--- src/rtl/axi_lite_pkg.sv ---
// Shared definitions for the AXI4-Lite to native-interface bridge.
// Holds bus widths, AXI response encodings, the bridge state type and
// the address-window decode helper used by axi_lite_to_native.
package axi_lite_pkg;

  localparam int ADDR_W = 32;
  localparam int DATA_W = 32;

  localparam logic [1:0] RESP_OKAY   = 2'b00;
  localparam logic [1:0] RESP_SLVERR = 2'b10;
  localparam logic [1:0] RESP_DECERR = 2'b11;

  typedef enum logic [2:0] {
    IDLE    = 3'd0,
    RD_REQ  = 3'd1,
    RD_RESP = 3'd2,
    WR_REQ  = 3'd3,
    WR_RESP = 3'd4
  } state_e;

  // True when addr lies in [base, base+size). The offset form avoids
  // overflow when base+size wraps past the top of the address space.
  function automatic logic addr_in_range(input logic [ADDR_W-1:0] addr,
                                         input logic [ADDR_W-1:0] base,
                                         input logic [ADDR_W-1:0] size);
    logic [ADDR_W-1:0] offset;
    offset = addr - base;
    return (addr >= base) && (offset < size);
  endfunction

endpackage

--- src/rtl/axi_lite_to_native.sv ---
// AXI4-Lite slave that replays each read or write as one request on the
// native valid/ready memory interface. One transaction outstanding at a time.
//
// Ports:
//   aclk, reset            clock, asynchronous active-high reset
//   ar_* / r_*             AXI read address and read data channels
//   aw_* / w_* / b_*       AXI write address, write data, write response
//   mem_valid/rw/addr/
//   mem_wrdata/wstrb       native request (held stable until mem_ready)
//   mem_ready/rdata/err    native completion, read data and error flag
//
// Responses: OKAY, SLVERR on native error or timeout, DECERR outside the
// decoded window (no native request is issued in that case).
module axi_lite_to_native
  import axi_lite_pkg::*;
#(
  parameter logic [31:0] BASE_ADDR      = 32'h0000_0000,
  parameter logic [31:0] SIZE_BYTES     = 32'h0001_0000,
  parameter int unsigned TIMEOUT_CYCLES = 255
) (
  input  logic              aclk,
  input  logic              reset,
  input  logic [ADDR_W-1:0] ar_addr,
  input  logic [2:0]        ar_prot,
  input  logic              ar_valid,
  output logic              ar_ready,
  output logic [DATA_W-1:0] r_data,
  output logic [1:0]        r_resp,
  output logic              r_valid,
  input  logic              r_ready,
  input  logic [ADDR_W-1:0] aw_addr,
  input  logic [2:0]        aw_prot,
  input  logic              aw_valid,
  output logic              aw_ready,
  input  logic [DATA_W-1:0] w_data,
  input  logic [3:0]        w_strb,
  input  logic              w_valid,
  output logic              w_ready,
  output logic [1:0]        b_resp,
  output logic              b_valid,
  input  logic              b_ready,
  output logic              mem_valid,
  output logic              mem_rw,
  output logic [ADDR_W-1:0] mem_addr,
  output logic [DATA_W-1:0] mem_wrdata,
  output logic [3:0]        mem_wstrb,
  input  logic              mem_ready,
  input  logic [DATA_W-1:0] mem_rdata,
  input  logic              mem_err
);

  localparam logic [31:0] TMO_LIMIT = 32'(TIMEOUT_CYCLES);
  localparam logic        TMO_EN    = (TIMEOUT_CYCLES != 0);

  state_e            state_q, state_d;
  logic              aw_held_q, aw_held_d;
  logic              w_held_q, w_held_d;
  logic              prio_read_q, prio_read_d;
  logic [31:0]       tmo_cnt_q, tmo_cnt_d;
  logic              mem_valid_q, mem_valid_d;
  logic              mem_rw_q, mem_rw_d;
  logic [ADDR_W-1:0] mem_addr_q, mem_addr_d;
  logic [DATA_W-1:0] mem_wrdata_q, mem_wrdata_d;
  logic [3:0]        mem_wstrb_q, mem_wstrb_d;
  logic              r_valid_q, r_valid_d;
  logic [DATA_W-1:0] r_data_q, r_data_d;
  logic [1:0]        r_resp_q, r_resp_d;
  logic              b_valid_q, b_valid_d;
  logic [1:0]        b_resp_q, b_resp_d;

  logic ar_ready_s, aw_ready_s, w_ready_s;
  logic ar_grant_s, aw_hs_s, w_hs_s;
  logic is_idle_s, in_req_s, req_is_rd_s;
  logic unused_prot_s;

  // Protection attributes carry no meaning on the native side.
  assign unused_prot_s = ^{ar_prot, aw_prot};

  // Ready generation depends only on state, held flags and AXI valids,
  // never on mem_* inputs. A pending read wins unless write priority is
  // active and the master is offering AW or W.
  assign is_idle_s  = (state_q == IDLE);
  assign ar_ready_s = is_idle_s & ~aw_held_q & ~w_held_q &
                      (prio_read_q | ~(aw_valid | w_valid));
  assign ar_grant_s = ar_ready_s & ar_valid;
  assign aw_ready_s = is_idle_s & ~aw_held_q & ~ar_grant_s;
  assign w_ready_s  = is_idle_s & ~w_held_q & ~ar_grant_s;
  assign aw_hs_s    = aw_ready_s & aw_valid;
  assign w_hs_s     = w_ready_s & w_valid;

  assign in_req_s    = (state_q == RD_REQ) || (state_q == WR_REQ);
  assign req_is_rd_s = (state_q == RD_REQ);

  // Next-state and datapath computation for the bridge FSM.
  always_comb begin
    state_d      = state_q;
    aw_held_d    = aw_held_q;
    w_held_d     = w_held_q;
    prio_read_d  = prio_read_q;
    tmo_cnt_d    = tmo_cnt_q;
    mem_valid_d  = mem_valid_q;
    mem_rw_d     = mem_rw_q;
    mem_addr_d   = mem_addr_q;
    mem_wrdata_d = mem_wrdata_q;
    mem_wstrb_d  = mem_wstrb_q;
    r_valid_d    = r_valid_q;
    r_data_d     = r_data_q;
    r_resp_d     = r_resp_q;
    b_valid_d    = b_valid_q;
    b_resp_d     = b_resp_q;

    case (state_q)
      IDLE: begin
        tmo_cnt_d = 32'd0;
        if (ar_grant_s) begin
          mem_addr_d  = ar_addr;
          mem_rw_d    = 1'b0;
          mem_wstrb_d = 4'b0000;
          if (addr_in_range(ar_addr, BASE_ADDR, SIZE_BYTES)) begin
            state_d     = RD_REQ;
            mem_valid_d = 1'b1;
          end else begin
            state_d   = RD_RESP;
            r_valid_d = 1'b1;
            r_resp_d  = RESP_DECERR;
            r_data_d  = '0;
          end
        end else begin
          // AW and W are captured independently; mem_addr/wrdata/wstrb
          // double as the holding registers since no read can start
          // while either half of a write is held.
          if (aw_hs_s) begin
            mem_addr_d = aw_addr;
            aw_held_d  = 1'b1;
          end else begin
            aw_held_d = aw_held_q;
          end
          if (w_hs_s) begin
            mem_wrdata_d = w_data;
            mem_wstrb_d  = w_strb;
            w_held_d     = 1'b1;
          end else begin
            w_held_d = w_held_q;
          end
          if (aw_held_d && w_held_d) begin
            aw_held_d = 1'b0;
            w_held_d  = 1'b0;
            mem_rw_d  = 1'b1;
            if (addr_in_range(mem_addr_d, BASE_ADDR, SIZE_BYTES)) begin
              state_d     = WR_REQ;
              mem_valid_d = 1'b1;
            end else begin
              state_d   = WR_RESP;
              b_valid_d = 1'b1;
              b_resp_d  = RESP_DECERR;
            end
          end else begin
            state_d = IDLE;
          end
        end
      end

      RD_REQ, WR_REQ: begin
        if (mem_ready) begin
          mem_valid_d = 1'b0;
          tmo_cnt_d   = 32'd0;
          if (req_is_rd_s) begin
            state_d   = RD_RESP;
            r_valid_d = 1'b1;
            r_data_d  = mem_rdata;
            r_resp_d  = mem_err ? RESP_SLVERR : RESP_OKAY;
          end else begin
            state_d   = WR_RESP;
            b_valid_d = 1'b1;
            b_resp_d  = mem_err ? RESP_SLVERR : RESP_OKAY;
          end
        end else if (TMO_EN && ((tmo_cnt_q + 32'd1) == TMO_LIMIT)) begin
          // Abandon the native request; a late mem_ready is ignored
          // because it is only looked at in the REQ states.
          mem_valid_d = 1'b0;
          tmo_cnt_d   = 32'd0;
          if (req_is_rd_s) begin
            state_d   = RD_RESP;
            r_valid_d = 1'b1;
            r_data_d  = '0;
            r_resp_d  = RESP_SLVERR;
          end else begin
            state_d   = WR_RESP;
            b_valid_d = 1'b1;
            b_resp_d  = RESP_SLVERR;
          end
        end else begin
          tmo_cnt_d = TMO_EN ? (tmo_cnt_q + 32'd1) : 32'd0;
        end
      end

      RD_RESP: begin
        if (r_ready) begin
          r_valid_d   = 1'b0;
          prio_read_d = 1'b0;
          state_d     = IDLE;
        end else begin
          r_valid_d = 1'b1;
        end
      end

      WR_RESP: begin
        if (b_ready) begin
          b_valid_d   = 1'b0;
          prio_read_d = 1'b1;
          state_d     = IDLE;
        end else begin
          b_valid_d = 1'b1;
        end
      end

      default: begin
        state_d     = IDLE;
        mem_valid_d = 1'b0;
      end
    endcase
  end

  // State and output registers; reset aborts any transaction in flight.
  always_ff @(posedge aclk or posedge reset) begin
    if (reset) begin
      state_q      <= IDLE;
      aw_held_q    <= 1'b0;
      w_held_q     <= 1'b0;
      prio_read_q  <= 1'b1;
      tmo_cnt_q    <= 32'd0;
      mem_valid_q  <= 1'b0;
      mem_rw_q     <= 1'b0;
      mem_addr_q   <= '0;
      mem_wrdata_q <= '0;
      mem_wstrb_q  <= 4'b0000;
      r_valid_q    <= 1'b0;
      r_data_q     <= '0;
      r_resp_q     <= 2'b00;
      b_valid_q    <= 1'b0;
      b_resp_q     <= 2'b00;
    end else begin
      state_q      <= state_d;
      aw_held_q    <= aw_held_d;
      w_held_q     <= w_held_d;
      prio_read_q  <= prio_read_d;
      tmo_cnt_q    <= tmo_cnt_d;
      mem_valid_q  <= mem_valid_d;
      mem_rw_q     <= mem_rw_d;
      mem_addr_q   <= mem_addr_d;
      mem_wrdata_q <= mem_wrdata_d;
      mem_wstrb_q  <= mem_wstrb_d;
      r_valid_q    <= r_valid_d;
      r_data_q     <= r_data_d;
      r_resp_q     <= r_resp_d;
      b_valid_q    <= b_valid_d;
      b_resp_q     <= b_resp_d;
    end
  end

  assign ar_ready   = ar_ready_s;
  assign aw_ready   = aw_ready_s;
  assign w_ready    = w_ready_s;
  assign r_valid    = r_valid_q;
  assign r_data     = r_data_q;
  assign r_resp     = r_resp_q;
  assign b_valid    = b_valid_q;
  assign b_resp     = b_resp_q;
  assign mem_valid  = mem_valid_q;
  assign mem_rw     = mem_rw_q;
  assign mem_addr   = mem_addr_q;
  assign mem_wrdata = mem_wrdata_q;
  assign mem_wstrb  = mem_wstrb_q;

endmodule

--- config.mk ---
export PLATFORM = sky130hd
export DESIGN_NAME = axi_lite_to_native
export DESIGN_NICKNAME = d
export VERILOG_FILES = /design/src/rtl/axi_lite_pkg.sv /design/src/rtl/axi_lite_to_native.sv
export SDC_FILE = /design/constraint.sdc
export NUM_CORES = 1
export LEC_CHECK = 0
export BUFFER_PORTS_ARGS = -buffer_cell sky130_fd_sc_hd__buf_4
export CAP_MARGIN = 0
export CORE_ASPECT_RATIO = 1.2
export CORE_UTILIZATION = 50
export CTS_BUF_LIST = sky130_fd_sc_hd__clkbuf_4 sky130_fd_sc_hd__clkbuf_8 sky130_fd_sc_hd__clkbuf_16
export DETAILED_ROUTE_END_ITERATION = 8
export PLACE_DENSITY_LB_ADDON = 0.1
export SLEW_MARGIN = 20
export SYNTH_ARGS = -nofsm -noshare
export SYNTH_HDL_FRONTEND = slang
export SYNTH_SLANG_ARGS = --single-unit
--- constraint.sdc ---
create_clock -name aclk -period 5.7 [get_ports aclk]
set_input_delay 1.14 -clock aclk [delete_from_list [all_inputs] [get_ports aclk]]
set_output_delay 1.14 -clock aclk [all_outputs]
set_load 0.01 [all_outputs]
# == After elaboration in Yosys (flattened, before gate mapping) ==
# Cells that the tools add are included.
# totals
ff_bits,146
output_inout_bits,111
elab_cells,154
# op_classes
add_sub_neg,1
order_cmp,4
eq_ne,18
mux,77
bitwise,16
reduce_logical,23
# op_table
operator,count
2-to-1 mux 32 bit,12
one-hot mux 32 bit (2 select lines),2
greater-or-equal comparator 32 x 1 -> 1 bit (second input constant),2
less-than comparator 32 x 17 -> 1 bit (second input constant),2
adder 32 x 1 -> 32 bit (second input constant),1
equality test 32 x 8 -> 1 bit (second input constant),1
2-to-1 mux 1 bit,31
2-to-1 mux 2 bit,15
2-to-1 mux 3 bit,8
inequality test 2 bit (second input constant),8
AND reduction 5 bit,3
one-hot mux 3 bit (4 select lines),1
bitwise AND 1 bit,9
inequality test 3 x 2 -> 1 bit (second input constant),3
one-hot mux 1 bit (3 select lines),3
AND reduction 3 bit,3
2-to-1 mux 4 bit,2
one-hot mux 2 bit (2 select lines),2
nonzero test 2 bit,4
equality test 3 x 2 -> 1 bit (second input constant),2
AND reduction 2 bit,3
AND reduction 6 bit,1
nonzero test 3 bit,2
inverter 1 bit,5
10 further kinds,14

# == Depth between registers and ports, before layout ==
# depth
word_depth,17
mapped_depth,12

# == Least setup slack after synthesis ==
# Ideal clock, no wire load.
# synth_path
path_kind,reg-to-reg
start,reg tmo_cnt_q[0]
end,"reg mem_valid_q, in the netlist mem_valid"
arrival_time_ns,3.415
required_time_ns,5.633
slack_ns,2.218
path_stages_with_launch,12
path_buffers,2
synth_period_minus_slack_ns,3.482
path_cell_list,dfrtp_1 -> ha_1 -> clkbuf_2 -> xnor2_1 -> or4b_1 -> a2111oi_0 -> nand4_1 -> or4b_4 -> or4_4 -> buf_6 -> a2111oi_4 -> o32a_1
# synth_via
elab_chain_cells,4
# synth_lines
element,line_no,rtl
"start, declared",axi_lite_to_native.sv:59,"logic [31:0] tmo_cnt_q, tmo_cnt_d;"
"start signal, assigned",axi_lite_to_native.sv:247,tmo_cnt_q <= tmo_cnt_d;
adder 32 x 1 -> 32 bit,axi_lite_to_native.sv:177,end else if (TMO_EN && ((tmo_cnt_q + 32'd1) == TMO_LIMIT)) begin
equality test 32 x 8 -> 1 bit,axi_lite_to_native.sv:177,
inequality test 3 bit (no line),n/a,
AND reduction 5 bit (no line),n/a,
"end signal, assigned",axi_lite_to_native.sv:248,mem_valid_q <= mem_valid_d;
"end, declared",axi_lite_to_native.sv:60,"logic mem_valid_q, mem_valid_d;"
# No other way between the ends.
# A chain may end at the register's enable or synchronous reset.

# == Worst setup path in the final report ==
# layout_path
start,reg tmo_cnt_q[0]
end,reg tmo_cnt_q[22]
# layout_via
elab_chain_cells,5
# layout_lines
element,line_no,rtl
adder 32 x 1 -> 32 bit (*),"axi_lite_to_native.sv:177, axi_lite_to_native.sv:193",
equality test 32 x 8 -> 1 bit,axi_lite_to_native.sv:177,
2-to-1 mux 32 bit (*),axi_lite_to_native.sv:177,
2-to-1 mux 32 bit (*),axi_lite_to_native.sv:164,if (mem_ready) begin
one-hot mux 32 bit (2 select lines) (*),axi_lite_to_native.sv:112,case (state_q)
# Mark *: on every way between the ends. The rest lies on a longest branch, timed or not.

==> impl_metrics.env <==
export IMPL_yosysWarningCount=0
export IMPL_synthCells=776
export IMPL_path_max_fanout=11
export IMPL_crit_type="reg -> reg"
export IMPL_grt_overflow_total=0
export IMPL_clock_sinks=146
export IMPL_maxCapViolations=0
export IMPL_synth_cell_types=74
export IMPL_die_y_um=134
export IMPL_drive_above_1_share=0.319
export IMPL_fin_setup_tns_ns=0
export IMPL_rsz0062_at_grt="no"
export IMPL_clkSlewWorstSetupHoldPaths_ns=0.06
export IMPL_multiInputGateArea_um2=3190
export IMPL_viasPerCell=5.72
export IMPL_hold_violations=0
export IMPL_cts_resized=0
export IMPL_clockBufferDepth=2
export IMPL_synth_xor_area_frac=0.00967
export IMPL_synth_edf_count=0
export IMPL_core_um2=14000
export IMPL_critPathCaptureType="flip-flop"
export IMPL_max_freq_mhz=259
export IMPL_synth_top_family_by_area="simple AND/OR/NAND/NOR gates"
export IMPL_whs_path_depth=2
export IMPL_dr_pass1_iters=9
export IMPL_peakVddDrop_mv=0.281
export IMPL_seqCellArea_um2=3650
export IMPL_relSlewSlack=0.283
export IMPL_hp_class="reg -> reg"
export IMPL_finalClockSkew_ns=0.00676
export IMPL_rows=47
export IMPL_dp_final_hpwl_um=14900
export IMPL_drtIter0Drc=426
export IMPL_dieArea_um2=15000
export IMPL_min_period_over_period=0.678
export IMPL_setup_violations=0
export IMPL_clkLatencyLatePin_ns=0.42
export IMPL_violations="DRC"
export IMPL_io_pins=258
export IMPL_vias=6759
export IMPL_ys_ff_latch=146
export IMPL_cts_root_buf="clkbuf_16"
export IMPL_cp_start_kind="flip-flop"
export IMPL_gp_congestion=0.919
export IMPL_syn_to_final_growth_pct=34.5
export IMPL_grt_use_total=0.287
export IMPL_grt_max_degree=111
export IMPL_antenna_found_initial=0
export IMPL_p_per_area_nw_per_um2=428
export IMPL_syn_nets=925
export IMPL_grt_pass1_vias=6710
export IMPL_ys_seq_area_frac=0.505
export IMPL_fill_cells=1094
export IMPL_p_leak_nw=4.77
export IMPL_regToRegSetupSlack_ns=1.84
export IMPL_post_cts_setup_buffer_count=0
export IMPL_timing_rr_end="tmo_cnt_q[22]"
export IMPL_rr_startpoint="tmo_cnt_q[0]"
export IMPL_cts_buffers_inserted=17
export IMPL_route_detailed_drc=8
export IMPL_cts_hold_buf=0
export IMPL_synthSimpleGateAreaFrac=0.250
export IMPL_ys_async_sr_fraction=1.00
export IMPL_synth_compound_area_frac=0.173
export IMPL_cts_tree="done"
export IMPL_final_area_um2=9740
export IMPL_port_buffers=251
export IMPL_fp_dieW_um=112
export IMPL_synthesis_area_um2=7240
export IMPL_holdCritStartpoint="mem_wrdata[11]"
export IMPL_layout_nets=1148
export IMPL_r2r_cells=9
export IMPL_placed_cell_area_um2=9070
export IMPL_synth_fa_ha_area_frac=0.00345
export IMPL_synth_area_mux_share=0.00276
export IMPL_wl_um=20700
export IMPL_crit_arrival_ns=4.14
export IMPL_synthFlopType="dfrtp_1"
export IMPL_fin_crit_ns=3.86
export IMPL_cp_required_ns=5.97
export IMPL_cts_htree_levels=4
export IMPL_grt_pass1_wl_um=33600
export IMPL_hold_path_endpoint="mem_wrdata[11]"
export IMPL_syn_avg_cell_area_um2=9.33
export IMPL_diodes=0
export IMPL_ant_nets=0
export IMPL_status="finished with violations"
export IMPL_worstMarginPinSlew_ns=1.08
export IMPL_initial_core_util=0.518
export IMPL_wire_per_inst_um=17.5
export IMPL_finalMaxSlewViolations=0
[through the flow]
stage	std cells	setup WS, ns	hold WS (ns)	utilization	total power (W)
after floorplan	776	0.639	0.485	-	0.00222
after global placement	1151	1.87	0.460	0.648	0.00289
after detailed placement	1151	1.87	0.464	0.648	0.00292
after CTS	1182	1.85	0.479	0.696	0.00419
after global routing	1182	1.58	0.496	0.696	0.00440
final	1182	1.84	0.474	0.696	0.00417
[critical path, cell delays in order, from the launching register on]
cell and delay, ns:
dfrtp_1 0.42, ha_1 0.33, nand3_1 0.17, or3_1 0.36, a2111oi_0 0.43, nand4_1 0.20
or4b_4 0.57, or4_4 0.61, a22oi_1 0.44, o221ai_1 0.19
[cell usage after synthesis, drive strengths merged, types with 3 or more instances]
master	instances	area, um2
nor3	20	111
clkbuf	44	216
o211ai	4	30.0
a211o	3	27.5
o31ai	3	22.5
a31oi	5	31.3
dfrtp	145	3630
nor2	29	109
or3	14	92.6
and3	5	32.5
a21oi	13	65.1
inv	15	56.3
nand2	216	811
buf	11	105
xnor2	5	43.8
a21o	5	37.5
a22oi	35	263
and4	5	45.0
xor2	3	26.3
a211oi	7	52.6
or4	7	61.3
o311ai	3	26.3
o21ai	29	153
nor4	22	153
a22o	34	298
a2111oi	3	45.1
nand3	30	168
nand4	21	131
[how the worst max path moves through the flow]
stage / start / to / slack (ns) / cells past startpoint
finish: tmo_cnt_q[0] / tmo_cnt_q[22] / 1.84 / 9
global placement: tmo_cnt_q[0] / tmo_cnt_q[22] / 1.87 / 9
floorplan: reset / aw_held_q / 0.64 / 1
CTS: tmo_cnt_q[0] / tmo_cnt_q[22] / 1.85 / 9
global route: tmo_cnt_q[0] / tmo_cnt_q[22] / 1.58 / 9
detailed placement: tmo_cnt_q[0] / tmo_cnt_q[22] / 1.87 / 9
[metal layers]
metal / global-route usage / up-vias / share of wire
met5: 0 / - / 0
met3: 0.0664 / 33 / 0.058
met2: 0.503 / 223 / 0.52
met4: 0.119 / 0 / 0.023
li1: - / 3240 / -
met1: 0.339 / 3263 / 0.40
[final cells by class]
| class | instances | share of cell area |
|---|---|---|
| well taps | 171 | 0.0220 |
| flip-flops and latches | 146 | 0.375 |
| clock buffers | 23 | 0.0508 |
| inverters | 15 | 0.00629 |
| clock inverters | 8 | 0.0178 |
| repair buffers | 260 | 0.200 |
| multi-input cells | 559 | 0.328 |
[placed cells by master (no fill, tap or decap), types with 3 or more instances in the layout]
cell type  synthesis  layout
a211oi_1           7       7
a21o_1             5       5
a21oi_1           13      13
a22o_1            34      34
a22oi_1           35      35
a31oi_1            5       5
and3_1             4       4
and4_1             4       4
buf_4              3     260
bufinv_16          0       5
clkbuf_16          0      17
clkbuf_8           5       4
dfrtp_1          145     145
inv_1             15      14
nand2_1          216     216
nand3_1           28      28
nand4_1           21      21
nor2_1            29      27
nor3_1            19      17
nor4_1            21      21
o211ai_1           4       4
o21ai_0           27      27
o311ai_0           3       3
o31ai_1            3       3
or3_1             10      10
or3_2              4       4
or4_1              4       4
xnor2_1            5       5
xor2_1             3       3
[cells by family after synthesis]
kind of cell    count (synthesis)
xor+xnor                        8
buf+inv                        71
fa+ha+maj                       2
simple gates                  381
flops                         146
compound gates                166
mux                             2
[power by group]
part | switching (W) | internal, W
registers | 0.000208 | 0.00131
logic | 0.000759 | 0.000626
clock network | 0.000427 | 0.000832
[registers in the layout, summed over array words and instances (netlist names)]
register	count
mem_addr	32
mem_wrdata	32
r_data	32
tmo_cnt_q	32
mem_wstrb	4
state_q	3
b_resp	2
r_resp	2
aw_held_q	1
b_valid	1
mem_rw	1
mem_valid	1
prio_read_q	1
r_valid	1
w_held_q	1
(Power assumes the default switching activity.)
